<file path="src/rtl/pxl_collector_pkg.sv">
// Shared constants for the pixel result collector.
//   - Wishbone register word offsets (wbs_adr_i[3:2])
//   - CTRL / STATUS / DATA bit positions
//   - Layout of one 16-bit FIFO entry: {idx[7:0], kdone, 3'b0, q[3:0]}
package pxl_collector_pkg;

  localparam int ENTRY_W = 16;

  typedef enum logic [1:0] {
    REG_CTRL   = 2'd0,
    REG_STATUS = 2'd1,
    REG_DATA   = 2'd2,
    REG_RSVD   = 2'd3
  } reg_off_e;

  // CTRL bits
  localparam int CTRL_EN     = 0;
  localparam int CTRL_CLR    = 1;
  localparam int CTRL_IRQ_EN = 2;
  localparam int CTRL_TH_LSB = 3;
  localparam int CTRL_TH_MSB = 8;

  // STATUS bits
  localparam int ST_CNT_MSB = 6;
  localparam int ST_EMPTY   = 7;
  localparam int ST_FULL    = 8;
  localparam int ST_OVF     = 9;

  // DATA bits
  localparam int DATA_VALID = 31;

  // Entry fields
  localparam int IDX_MSB   = 15;
  localparam int IDX_LSB   = 8;
  localparam int KDONE_BIT = 7;
  localparam int Q_MSB     = 3;
  localparam int Q_LSB     = 0;

  function automatic logic [ENTRY_W-1:0] make_entry(input logic [7:0] idx,
                                                    input logic       kdone,
                                                    input logic [3:0] q);
    logic [ENTRY_W-1:0] e;
    e                  = '0;
    e[IDX_MSB:IDX_LSB] = idx;
    e[KDONE_BIT]       = kdone;
    e[Q_MSB:Q_LSB]     = q;
    return e;
  endfunction

endpackage

</file>
<file path="src/rtl/pxl_result_fifo.sv">
// Synchronous FIFO holding captured pixel results.
// Ports:
//   clk, rst_n        clock, asynchronous active-low reset
//   flush             empties the FIFO; wins over push/pop in the same cycle
//   push, push_data   write request; accepted when not full or when a pop
//                     happens in the same cycle
//   pop               read request; ignored when empty (a same-cycle push
//                     is still kept)
//   head              entry at the read pointer (meaningful when !empty)
//   count, full, empty occupancy
module pxl_result_fifo #(
  parameter int DEPTH   = 16,
  parameter int ENTRY_W = 16
) (
  input  logic                       clk,
  input  logic                       rst_n,
  input  logic                       flush,
  input  logic                       push,
  input  logic [ENTRY_W-1:0]         push_data,
  input  logic                       pop,
  output logic [ENTRY_W-1:0]         head,
  output logic [$clog2(DEPTH):0]     count,
  output logic                       full,
  output logic                       empty
);

  localparam int AW = $clog2(DEPTH);
  localparam logic [AW:0] FULL_CNT = (AW+1)'(DEPTH);

  logic [ENTRY_W-1:0] mem [DEPTH];
  logic [AW-1:0]      wr_ptr;
  logic [AW-1:0]      rd_ptr;
  logic               push_ok;
  logic               pop_ok;

  assign full  = (count == FULL_CNT);
  assign empty = (count == '0);
  assign head  = mem[rd_ptr];

  // A pop frees a slot in the same cycle, so a push at full still fits.
  assign pop_ok  = pop & ~empty & ~flush;
  assign push_ok = push & ~flush & (~full | pop_ok);

  always_ff @(posedge clk or negedge rst_n) begin
    if (!rst_n) begin
      wr_ptr <= '0;
      rd_ptr <= '0;
      count  <= '0;
    end else if (flush) begin
      wr_ptr <= '0;
      rd_ptr <= '0;
      count  <= '0;
    end else begin
      if (push_ok) wr_ptr <= wr_ptr + AW'(1);
      if (pop_ok)  rd_ptr <= rd_ptr + AW'(1);
      case ({push_ok, pop_ok})
        2'b10:   count <= count + (AW+1)'(1);
        2'b01:   count <= count - (AW+1)'(1);
        default: count <= count;
      endcase
    end
  end

  // Storage needs no reset: pointers and count define what is valid.
  always_ff @(posedge clk) begin
    if (push_ok) mem[wr_ptr] <= push_data;
  end

endmodule

</file>
<file path="src/rtl/pxl_result_collector.sv">
// Pixel result collector: captures each pixel-done event from the pixel FSM
// into a FIFO that firmware drains over Wishbone, with a threshold/overflow
// interrupt.
// Ports:
//   wb_clk_i, wb_rst_ni            clock, asynchronous active-low reset
//   wbs_cyc_i/stb_i/we_i/sel_i     Wishbone slave request
//   wbs_adr_i, wbs_dat_i           address, write data
//   wbs_ack_o, wbs_dat_o           acknowledge, read data
//   pxl_done_i, pxl_q_i            pixel done level and 4-bit result
//   kernel_done_i                  kernel complete flag
//   irq_o                          level interrupt
module pxl_result_collector
  import pxl_collector_pkg::*;
#(
  parameter int         DEPTH       = 16,
  parameter int         SYNC_STAGES = 2,
  parameter logic [3:0] BASE_NIB    = 4'h3,
  parameter logic [3:0] SUB_NIB     = 4'h1
) (
  input  logic        wb_clk_i,
  input  logic        wb_rst_ni,
  input  logic        wbs_stb_i,
  input  logic        wbs_cyc_i,
  input  logic        wbs_we_i,
  input  logic [3:0]  wbs_sel_i,
  input  logic [31:0] wbs_adr_i,
  input  logic [31:0] wbs_dat_i,
  output logic        wbs_ack_o,
  output logic [31:0] wbs_dat_o,
  input  logic        pxl_done_i,
  input  logic [3:0]  pxl_q_i,
  input  logic        kernel_done_i,
  output logic        irq_o
);

  localparam int AW = $clog2(DEPTH);

  // Synchronizers and edge detect
  logic [SYNC_STAGES-1:0] done_sync;
  logic [SYNC_STAGES-1:0] kd_sync;
  logic                   done_d;
  logic                   done_s;
  logic                   kd_s;
  logic                   evt;

  // Control / status
  logic       ctrl_en;
  logic       ctrl_irq_en;
  logic [5:0] ctrl_thresh;
  logic       ovf;
  logic [7:0] idx;

  // Capture stage
  logic               cap_valid;
  logic [ENTRY_W-1:0] cap_entry;

  // FIFO
  logic [ENTRY_W-1:0] fifo_head;
  logic [AW:0]        fifo_count;
  logic               fifo_full;
  logic               fifo_empty;
  logic [6:0]         count7;

  // Wishbone decode
  logic        adr_match;
  logic        access;
  reg_off_e    reg_sel;
  logic [3:0]  wstrb;
  logic        ctrl_wr_b0;
  logic        ctrl_wr_b1;
  logic        clr_now;
  logic        ovf_w1c;
  logic        pop;
  logic        push;
  logic        drop;
  logic        irq_cond;
  logic [31:0] rdata;

  assign done_s = done_sync[SYNC_STAGES-1];
  assign kd_s   = kd_sync[SYNC_STAGES-1];
  assign evt    = done_s & ~done_d & ctrl_en;

  always_ff @(posedge wb_clk_i or negedge wb_rst_ni) begin
    if (!wb_rst_ni) begin
      done_sync <= '0;
      kd_sync   <= '0;
      done_d    <= 1'b0;
    end else begin
      done_sync <= {done_sync[SYNC_STAGES-2:0], pxl_done_i};
      kd_sync   <= {kd_sync[SYNC_STAGES-2:0], kernel_done_i};
      done_d    <= done_s;
    end
  end

  // Handshake: a request is accepted in a cycle where cyc & stb are high,
  // the address matches and no ack is currently being returned. The ack
  // follows one cycle later for exactly one cycle, carrying the read data;
  // all side effects (pop, register write) land on that same clock edge.
  assign adr_match  = (wbs_adr_i[31:28] == BASE_NIB) && (wbs_adr_i[11:8] == SUB_NIB);
  assign access     = wbs_cyc_i & wbs_stb_i & adr_match & ~wbs_ack_o;
  assign reg_sel    = reg_off_e'(wbs_adr_i[3:2]);
  assign wstrb      = wbs_sel_i & {4{wbs_we_i}};
  assign ctrl_wr_b0 = access & (reg_sel == REG_CTRL) & wstrb[0];
  assign ctrl_wr_b1 = access & (reg_sel == REG_CTRL) & wstrb[1];
  assign clr_now    = ctrl_wr_b0 & wbs_dat_i[CTRL_CLR];
  assign ovf_w1c    = access & (reg_sel == REG_STATUS) & wstrb[1] & wbs_dat_i[ST_OVF];
  assign pop        = access & ~wbs_we_i & (reg_sel == REG_DATA);

  // A captured entry pushes one cycle after the edge. If the FIFO is full
  // and no pop frees a slot, it is dropped and flagged.
  assign push = cap_valid & ~clr_now;
  assign drop = push & fifo_full & ~pop;

  pxl_result_fifo #(
    .DEPTH   (DEPTH),
    .ENTRY_W (ENTRY_W)
  ) u_fifo (
    .clk       (wb_clk_i),
    .rst_n     (wb_rst_ni),
    .flush     (clr_now),
    .push      (push),
    .push_data (cap_entry),
    .pop       (pop),
    .head      (fifo_head),
    .count     (fifo_count),
    .full      (fifo_full),
    .empty     (fifo_empty)
  );

  assign count7   = 7'(fifo_count);
  assign irq_cond = ctrl_irq_en &
                    (((ctrl_thresh != 6'd0) && (count7 >= {1'b0, ctrl_thresh})) | ovf);

  always_ff @(posedge wb_clk_i or negedge wb_rst_ni) begin
    if (!wb_rst_ni) begin
      cap_valid <= 1'b0;
      cap_entry <= '0;
      idx       <= 8'd0;
    end else if (clr_now) begin
      cap_valid <= 1'b0;
      idx       <= 8'd0;
    end else begin
      cap_valid <= evt;
      if (evt) begin
        cap_entry <= make_entry(idx, kd_s, pxl_q_i);
        idx       <= idx + 8'd1;  // counts dropped events too
      end
    end
  end

  always_ff @(posedge wb_clk_i or negedge wb_rst_ni) begin
    if (!wb_rst_ni) begin
      ctrl_en     <= 1'b0;
      ctrl_irq_en <= 1'b0;
      ctrl_thresh <= 6'd0;
      ovf         <= 1'b0;
      irq_o       <= 1'b0;
    end else begin
      if (ctrl_wr_b0) begin
        ctrl_en          <= wbs_dat_i[CTRL_EN];
        ctrl_irq_en      <= wbs_dat_i[CTRL_IRQ_EN];
        ctrl_thresh[4:0] <= wbs_dat_i[7:CTRL_TH_LSB];
      end
      if (ctrl_wr_b1) ctrl_thresh[5] <= wbs_dat_i[CTRL_TH_MSB];
      // A fresh overflow wins over a same-cycle W1C so it is never lost.
      if (clr_now)      ovf <= 1'b0;
      else if (drop)    ovf <= 1'b1;
      else if (ovf_w1c) ovf <= 1'b0;
      irq_o <= irq_cond;
    end
  end

  always_comb begin
    rdata = '0;
    case (reg_sel)
      REG_CTRL: begin
        rdata[CTRL_EN]                 = ctrl_en;
        rdata[CTRL_IRQ_EN]             = ctrl_irq_en;
        rdata[CTRL_TH_MSB:CTRL_TH_LSB] = ctrl_thresh;
      end
      REG_STATUS: begin
        rdata[ST_CNT_MSB:0] = count7;
        rdata[ST_EMPTY]     = fifo_empty;
        rdata[ST_FULL]      = fifo_full;
        rdata[ST_OVF]       = ovf;
      end
      REG_DATA: begin
        if (!fifo_empty) begin
          rdata[DATA_VALID]     = 1'b1;
          rdata[ENTRY_W-1:0]    = fifo_head;
        end
      end
      default: rdata = '0;
    endcase
  end

  always_ff @(posedge wb_clk_i or negedge wb_rst_ni) begin
    if (!wb_rst_ni) begin
      wbs_ack_o <= 1'b0;
      wbs_dat_o <= '0;
    end else begin
      wbs_ack_o <= access;
      wbs_dat_o <= (access && !wbs_we_i) ? rdata : 32'd0;
    end
  end

  logic unused_bits;
  assign unused_bits = ^{wbs_adr_i[27:12], wbs_adr_i[7:4], wbs_adr_i[1:0],
                         wbs_dat_i[31:10], wstrb[3:2]};

endmodule

</file>
<file path="config.mk">
export PLATFORM = sky130hd
export DESIGN_NAME = pxl_result_collector
export DESIGN_NICKNAME = d
export VERILOG_FILES = /design/src/rtl/pxl_collector_pkg.sv /design/src/rtl/pxl_result_fifo.sv /design/src/rtl/pxl_result_collector.sv
export SDC_FILE = /design/constraint.sdc
export NUM_CORES = 1
export LEC_CHECK = 0
export CORE_ASPECT_RATIO = 0.6
export CORE_UTILIZATION = 38
export CTS_BUF_LIST = sky130_fd_sc_hd__clkbuf_4
export DETAILED_ROUTE_END_ITERATION = 12
export GPL_TIMING_DRIVEN = 1
export MAX_ROUTING_LAYER = met4
export PLACE_DENSITY = 0.54
export SLEW_MARGIN = 20
export SYNTH_ARGS = -nofsm -noshare
export SYNTH_HDL_FRONTEND = slang
export SYNTH_SLANG_ARGS = --single-unit
</file>
<file path="constraint.sdc">
create_clock -name wb_clk_i -period 3.5 [get_ports wb_clk_i]
set_clock_uncertainty 0.05 [all_clocks]
set_input_delay 1.05 -clock wb_clk_i [delete_from_list [all_inputs] [get_ports wb_clk_i]]
set_output_delay 1.05 -clock wb_clk_i [all_outputs]
set_load 0.05 [all_outputs]
</file>
# After elaboration in Yosys (flattened, before gate mapping)
# Memory sizes are Yosys's and may differ from the RTL's.
# Index checks and enable logic that the tools add are counted.
dict set report totals {
  mem_bits_rw 208
  wordCells 99
  inputBits 79
  memories 1
  out_inout_bits 34
  ff_bits 83
}
dict set report op_classes {
  reduce_logical 13
  bitwise_logic 32
  n_eq_ne 7
  add_sub_neg 5
  order_cmp 1
  muxes 23
}
# name words word_bits read_ports rd_clocked_by_memory_dff wr line_no
set memory_table {}
lappend memory_table {u_fifo.mem 16 13 1 0 1 pxl_result_fifo.sv:30} ;# logic [ENTRY_W-1:0] mem [DEPTH];
# cell n
set ops {}
lappend ops {{$mux W32} 1}
lappend ops {{$and A1 B1 Y1} 22}
lappend ops {{$pmux W7 S3} 1}
lappend ops {{$mux W16} 1}
lappend ops {{$mux W4} 4}
lappend ops {{$mux W8} 2}
lappend ops {{$pmux W5 S2} 1}
lappend ops {{$add A4 B1 Y4 const B} 2}
lappend ops {{$add A8 B1 Y8 const B} 1}
lappend ops {{$mux W1} 8}
lappend ops {{$not A1 Y1} 7}
lappend ops {{$ge A5 B6 Y1} 1}
lappend ops {{$mux W6} 1}
lappend ops {{$reduce_bool A2 Y1} 3}
lappend ops {{$reduce_bool A3 Y1} 2}
lappend ops {{$reduce_bool A6 Y1} 1}
lappend ops {{$add A5 B1 Y5 const B} 1}
lappend ops {{$eq A5 B5 Y1 const B} 1}
lappend ops {{$logic_not A5 Y1} 1}
lappend ops {{$mux W5} 1}
lappend ops {{$sub A5 B1 Y5 const B} 1}
lappend ops {{$eq A2 B1 Y1 const B} 2}
lappend ops {{$eq A2 B2 Y1 const B} 2}
lappend ops {{$eq A4 B1 Y1 const B} 1}
lappend ops {{other kinds (9)} 13}

# Longest topological paths before layout
dict set report depth {
  word_depth 14
  depth_mapped 13
  ltp_nobuf 13
}

# Modules after synthesis
# A second synthesis with hierarchy kept.
dict set report hier_totals {
  cells_unflattened 799
  hier_area_um2 13256.5
}
# mod seq_area_each_um2 cells_each n_inst area_each_um2
set modules_own_cells {}
lappend modules_own_cells {pxl_result_fifo 8012.7 593 1 10751.6}
lappend modules_own_cells {pxl_result_collector 1376.3 206 1 2504.9}

# Worst setup path before layout
# Ideal clock, no wire load.
dict set report synth_path {
  path_type {input port to flip-flop}
  startpoint {input wbs_adr_i[9]}
  endpoint {register u_fifo.count[4]}
  t_arrival_ps 3501
  path_stages 12
  required_ps 3318
  setup_time_ps 132
  path_slack_ps -184
  path_buffers 0
  cell_sequence {or4b_4 nor3_2 nand2_2 nor2_1 inv_1 fa_1 nor2b_1 o21ai_0 nand2b_1 mux2i_1 a32oi_1 o31ai_1}
}
dict set report synth_via {
  elab_chain_len 14
  word_cells_on_any_way 21
  classes_between {3 x eq/ne; 2 x mux; 14 x bitwise; 2 x reduce/logical}
}
# element line_no
set synth_lines {}
lappend synth_lines {{start: declaration} pxl_result_collector.sv:26} ;# input logic [31:0] wbs_adr_i,
lappend synth_lines {{$eq A4 B1 Y1 *} pxl_result_collector.sv:99} ;# assign adr_match = (wbs_adr_i[31:28] == BASE_NIB) && (wbs_adr_i[11:8] == SUB_NIB);
lappend synth_lines {{$logic_and A1 B1 Y1 *} pxl_result_collector.sv:99}
lappend synth_lines {{$and A1 B1 Y1 * (2 in series)} pxl_result_collector.sv:100} ;# assign access = wbs_cyc_i & wbs_stb_i & adr_match & ~wbs_ack_o;
lappend synth_lines {{$and A1 B1 Y1 (2 in series)} pxl_result_collector.sv:103} ;# assign ctrl_wr_b0 = access & (reg_sel == REG_CTRL) & wstrb[0];
lappend synth_lines {{$and A1 B1 Y1} pxl_result_collector.sv:105} ;# assign clr_now = ctrl_wr_b0 & wbs_dat_i[CTRL_CLR];
lappend synth_lines {{$not A1 Y1} {pxl_result_fifo.sv:41, pxl_result_fifo.sv:42, pxl_result_collector.sv:111}}
lappend synth_lines {{$and A1 B1 Y1, on equally long branches} {pxl_result_collector.sv:111, pxl_result_fifo.sv:41}}
lappend synth_lines {{$and A1 B1 Y1 or $or A1 B1 Y1 (tied branches)} pxl_result_fifo.sv:42} ;# assign push_ok = push & ~flush & (~full | pop_ok);
lappend synth_lines {{$and A1 B1 Y1} pxl_result_fifo.sv:42}
lappend synth_lines {{$eq A2 B1 Y1 or $eq A2 B2 Y1 (tied branches)} pxl_result_fifo.sv:56} ;# case ({push_ok, pop_ok})
lappend synth_lines {{$pmux W5 S2} pxl_result_fifo.sv:56}
lappend synth_lines {{$mux W5} pxl_result_fifo.sv:49} ;# end else if (flush) begin
lappend synth_lines {{end signal: assignment} pxl_result_fifo.sv:57} ;# 2'b10: count <= count + (AW+1)'(1);
lappend synth_lines {{end signal: assignment} pxl_result_fifo.sv:58} ;# 2'b01: count <= count - (AW+1)'(1);
lappend synth_lines {{end signal: assignment} pxl_result_fifo.sv:59} ;# default: count <= count;
lappend synth_lines {{end: declaration} pxl_result_fifo.sv:22} ;# output logic [$clog2(DEPTH):0] count,
# Mark *: on every way between the ends. The rest lies on a longest branch, timed or not.
# A chain may end at the register's enable or synchronous reset.

# Worst setup path in the final report
dict set report layout_path {
  startpoint {input wbs_stb_i}
  endpoint {memory u_fifo.mem[11][4] in the netlist's numbering (enable)}
}
dict set report layout_via {
  elab_chain_len 12
  word_cells_on_any_way 17
  classes_between {2 x mux; 15 x bitwise}
}
# element line_no
set layout_lines {}
lappend layout_lines {{start: declaration} pxl_result_collector.sv:22} ;# input logic wbs_stb_i,
lappend layout_lines {{$and A1 B1 Y1 * (3 in series)} pxl_result_collector.sv:100}
lappend layout_lines {{$and A1 B1 Y1 (2 in series)} pxl_result_collector.sv:103}
lappend layout_lines {{$and A1 B1 Y1} pxl_result_collector.sv:105}
lappend layout_lines {{$not A1 Y1} {pxl_result_fifo.sv:41, pxl_result_fifo.sv:42, pxl_result_collector.sv:111}}
lappend layout_lines {{$and A1 B1 Y1, on equally long branches} {pxl_result_collector.sv:111, pxl_result_fifo.sv:41}}
lappend layout_lines {{$and A1 B1 Y1 or $or A1 B1 Y1 (tied branches)} pxl_result_fifo.sv:42}
lappend layout_lines {{$and A1 B1 Y1 *} pxl_result_fifo.sv:42}
lappend layout_lines {{$mux W1 *} pxl_result_fifo.sv:66} ;# if (push_ok) mem[wr_ptr] <= push_data;
lappend layout_lines {{$mux W1 (implied by the code) *} pxl_result_fifo.sv:66}
lappend layout_lines {{end: declaration} pxl_result_fifo.sv:30}
# Marks and branches as above.

==> metrics <==
status=completed; Max Transition Viols Final=0; Sw Ratio=0.210; Main synth FF type=edfxtp_1; first-pass GRT wire length=39.5 mm; RSZ-0062 raised after global routing=no; Setup crit end kind=register; Detail Route Antenna Nets=0; Core Region=0.0288 mm²; H-Tree Depth=3; initial antenna violation count=1; post-synthesis register bit count=276; Clk Latency, worst-skew pair=0.73 ns; Setup-failing EPs final=0; chip width=224 µm; Cell variety after synth=54; final setup margin=0.220 ns; Worst-path clk slew=0.08 ns; total grt overflow=0; Ports=113; residual DRC count=0; sequential element share of the synthesized area=0.710; cell taking the most area after synthesis=edfxtp_1; Detailed Routing Iterations Pass 1=6; TritonCTS buffer count=67; number of DRC markers in iteration 0=574; WL/cell=22.2 µm; Worst R2R Path Depth=7; layout cells sized above 1=0.306; clk sink count=276; Die ar.=0.0302 mm²; worst slack at placement=-0.476 ns; number of max-cap violations=0; clock buffer depth=3; FF-to-FF setup slack=0.61 ns; critical path cell sequence=clkdlybuf4s50_1 -> or4bb_1 -> or4_4 -> a21oi_4 -> and2b_1 -> buf_4 -> and3_1 -> buf_12; endpoints failing hold=0; reg2reg start=wbs_ack_o; Net count, final=857; Max VDD drop=0.000265 V; Seq pwr share=0.539; Post-CTS Hold Buffers=0; Area Overhead vs Synth=21.3%; Crit Path Category=in2reg; DP Area=0.0127 mm²; slowest stage cell on the critical path=or4bb_1; Starting Density=0.388; setup bufs post-CTS=0; Clk pwr share=0.442; fin cells=1,182; total track usage=0.190; Synth Instances=614; Setup TNS=0 ns; # port buffers=51; number of gates resized after cts=0; most frequent cell after synthesis=edfxtp_1; Gate power share=0.019; WP data arrival=3.64 ns; achievable frequency=0.305 GHz; Synth async-reset ratio=0.246; crit-path max FO=9; Post-synth top cells=edfxtp_1, dfrtp_1, mux4_2, nor2_1; Critical Path Start Type=primary input; post-detail-place hpwl=16.3 mm; P_sw=1.37 mW; Slew headroom=0.313; critical path's largest stage delay=0.57 ns; Die Y=135 µm; Slew @ Worst Pin=1.03 ns; Final Wtd Congestion=0.781; post-DR vias/cell=5.21; top-area cell type share of the netlist area=0.558; Ys Warns=0; DR WL met3=1.54 mm; Min Hold Slack=0.271 ns; mapped cell area=0.0112 mm²; root buffer cell=clkbuf_4; Post-synth EDFFs=208; R2R Path End=u_fifo.mem[11][4]; largest net degree at the start of global routing=41; Internal=5.18 mW; min Tclk post-route=3.28 ns; Area contributors post-synth=edfxtp_1, dfrtp_1, mux4_2, ha_1, mux2_2; vias after detailed routing=6,155; total wire length=26.3 mm; met2 wire length=11.3 mm; DP Cell Count=1,065; Top Layer Used=met4; fin area=0.0136 mm²; Hold Crit Class=in2async; Mean Syn Cell Area=18.2 µm²; Met1 Wirelength=13.0 mm; TritonCTS clock tree=built; Core Rows=48; PwrDens=483 mW/mm²; Tcrit/Tclk final=0.937; required time of the critical path=3.86 ns; number of global-route vias before repair=6,316; leakage power=4.72 nW
## cell type report
type / instances / area, µm²
Antenna cell: 1 / 2.50
Clock buffer: 102 / 766
Clock inverter: 14 / 158
Fill cell: 2512 / 15200
Inverter: 17 / 63.8
Multi-Input combinational cell: 294 / 3020
Sequential cell: 276 / 7950
Tap cell: 375 / 469
Timing Repair Buffer: 103 / 1150
## layer usage
metal,track usage,up-vias
li1,-,2722
met1,0.275,3211
met2,0.258,184
met3,0.0524,38
met4,0.0590,0
met5,-,-
## flip-flops by register name, summed over array words and instances, names as in the netlist, 4 cells and up
register,count
u_fifo.mem,208
wbs_dat_o,17
cap_entry,13
idx,8
ctrl_thresh,6
u_fifo.count,5
u_fifo.rd_ptr,4
u_fifo.wr_ptr,4
## cells in the final DEF, fill, tap and decap left out, drive strengths merged, types with 7 or more instances in the layout
cell	count
and2	8
o21ai	10
edfxtp	208
nand2	18
nor2	36
clkbuf	102
a21oi	8
dfrtp	68
ha	18
clkinv	11
conb	15
mux2	18
inv	16
a222oi	7
xor2	9
clkdlybuf4s50	50
and3	10
and4	7
mux4	59
buf	53
## worst max-delay path: cells and delay by family
family                 cells  cell delay, ns
AO/OA/AOI/OAI              1            0.23
buffers and inverters      3            0.78
AND/OR/NAND/NOR            4            1.56
## power groups by stage
stage | logic (mW) | clock network [mW] | registers [mW]
after floorplan | 0.0683 | 0 | 3.59
after global placement | 0.122 | 0 | 3.60
after detailed placement | 0.125 | 0 | 3.60
after CTS | 0.125 | 3.00 | 3.53
after global routing | 0.134 | 3.16 | 3.53
final | 0.123 | 2.90 | 3.53
## worst max-delay path by stage
stage,from,endpoint,depth (start not counted)
final,wbs_stb_i,u_fifo.mem[11][4],8
after global routing,wbs_stb_i,u_fifo.count[4],13
after CTS,wbs_stb_i,u_fifo.mem[7][12],9
after detailed placement,wbs_stb_i,u_fifo.mem[4][2],9
after global placement,wbs_stb_i,u_fifo.mem[11][2],8
after floorplan,wbs_adr_i[9],u_fifo.mem[3][0],6
## kinds of logic after synthesis
group	count (synthesis)	synth area share
flops	276	0.710
xor+xnor	15	0.0117
buf+inv	58	0.0258
fa+ha+maj	19	0.0219
simple gates	114	0.0569
mux	83	0.142
compound gates	48	0.0309
other cells	1	0.000335
## per-stage QoR
step / power [mW] / utilization
floorplan: 3.66 / -
global placement: 3.72 / 0.439
detailed placement: 3.73 / 0.439
CTS: 6.66 / 0.471
global route: 6.83 / 0.471
finish: 6.55 / 0.471
No activity file was read; power rests on OpenSTA's default activity.
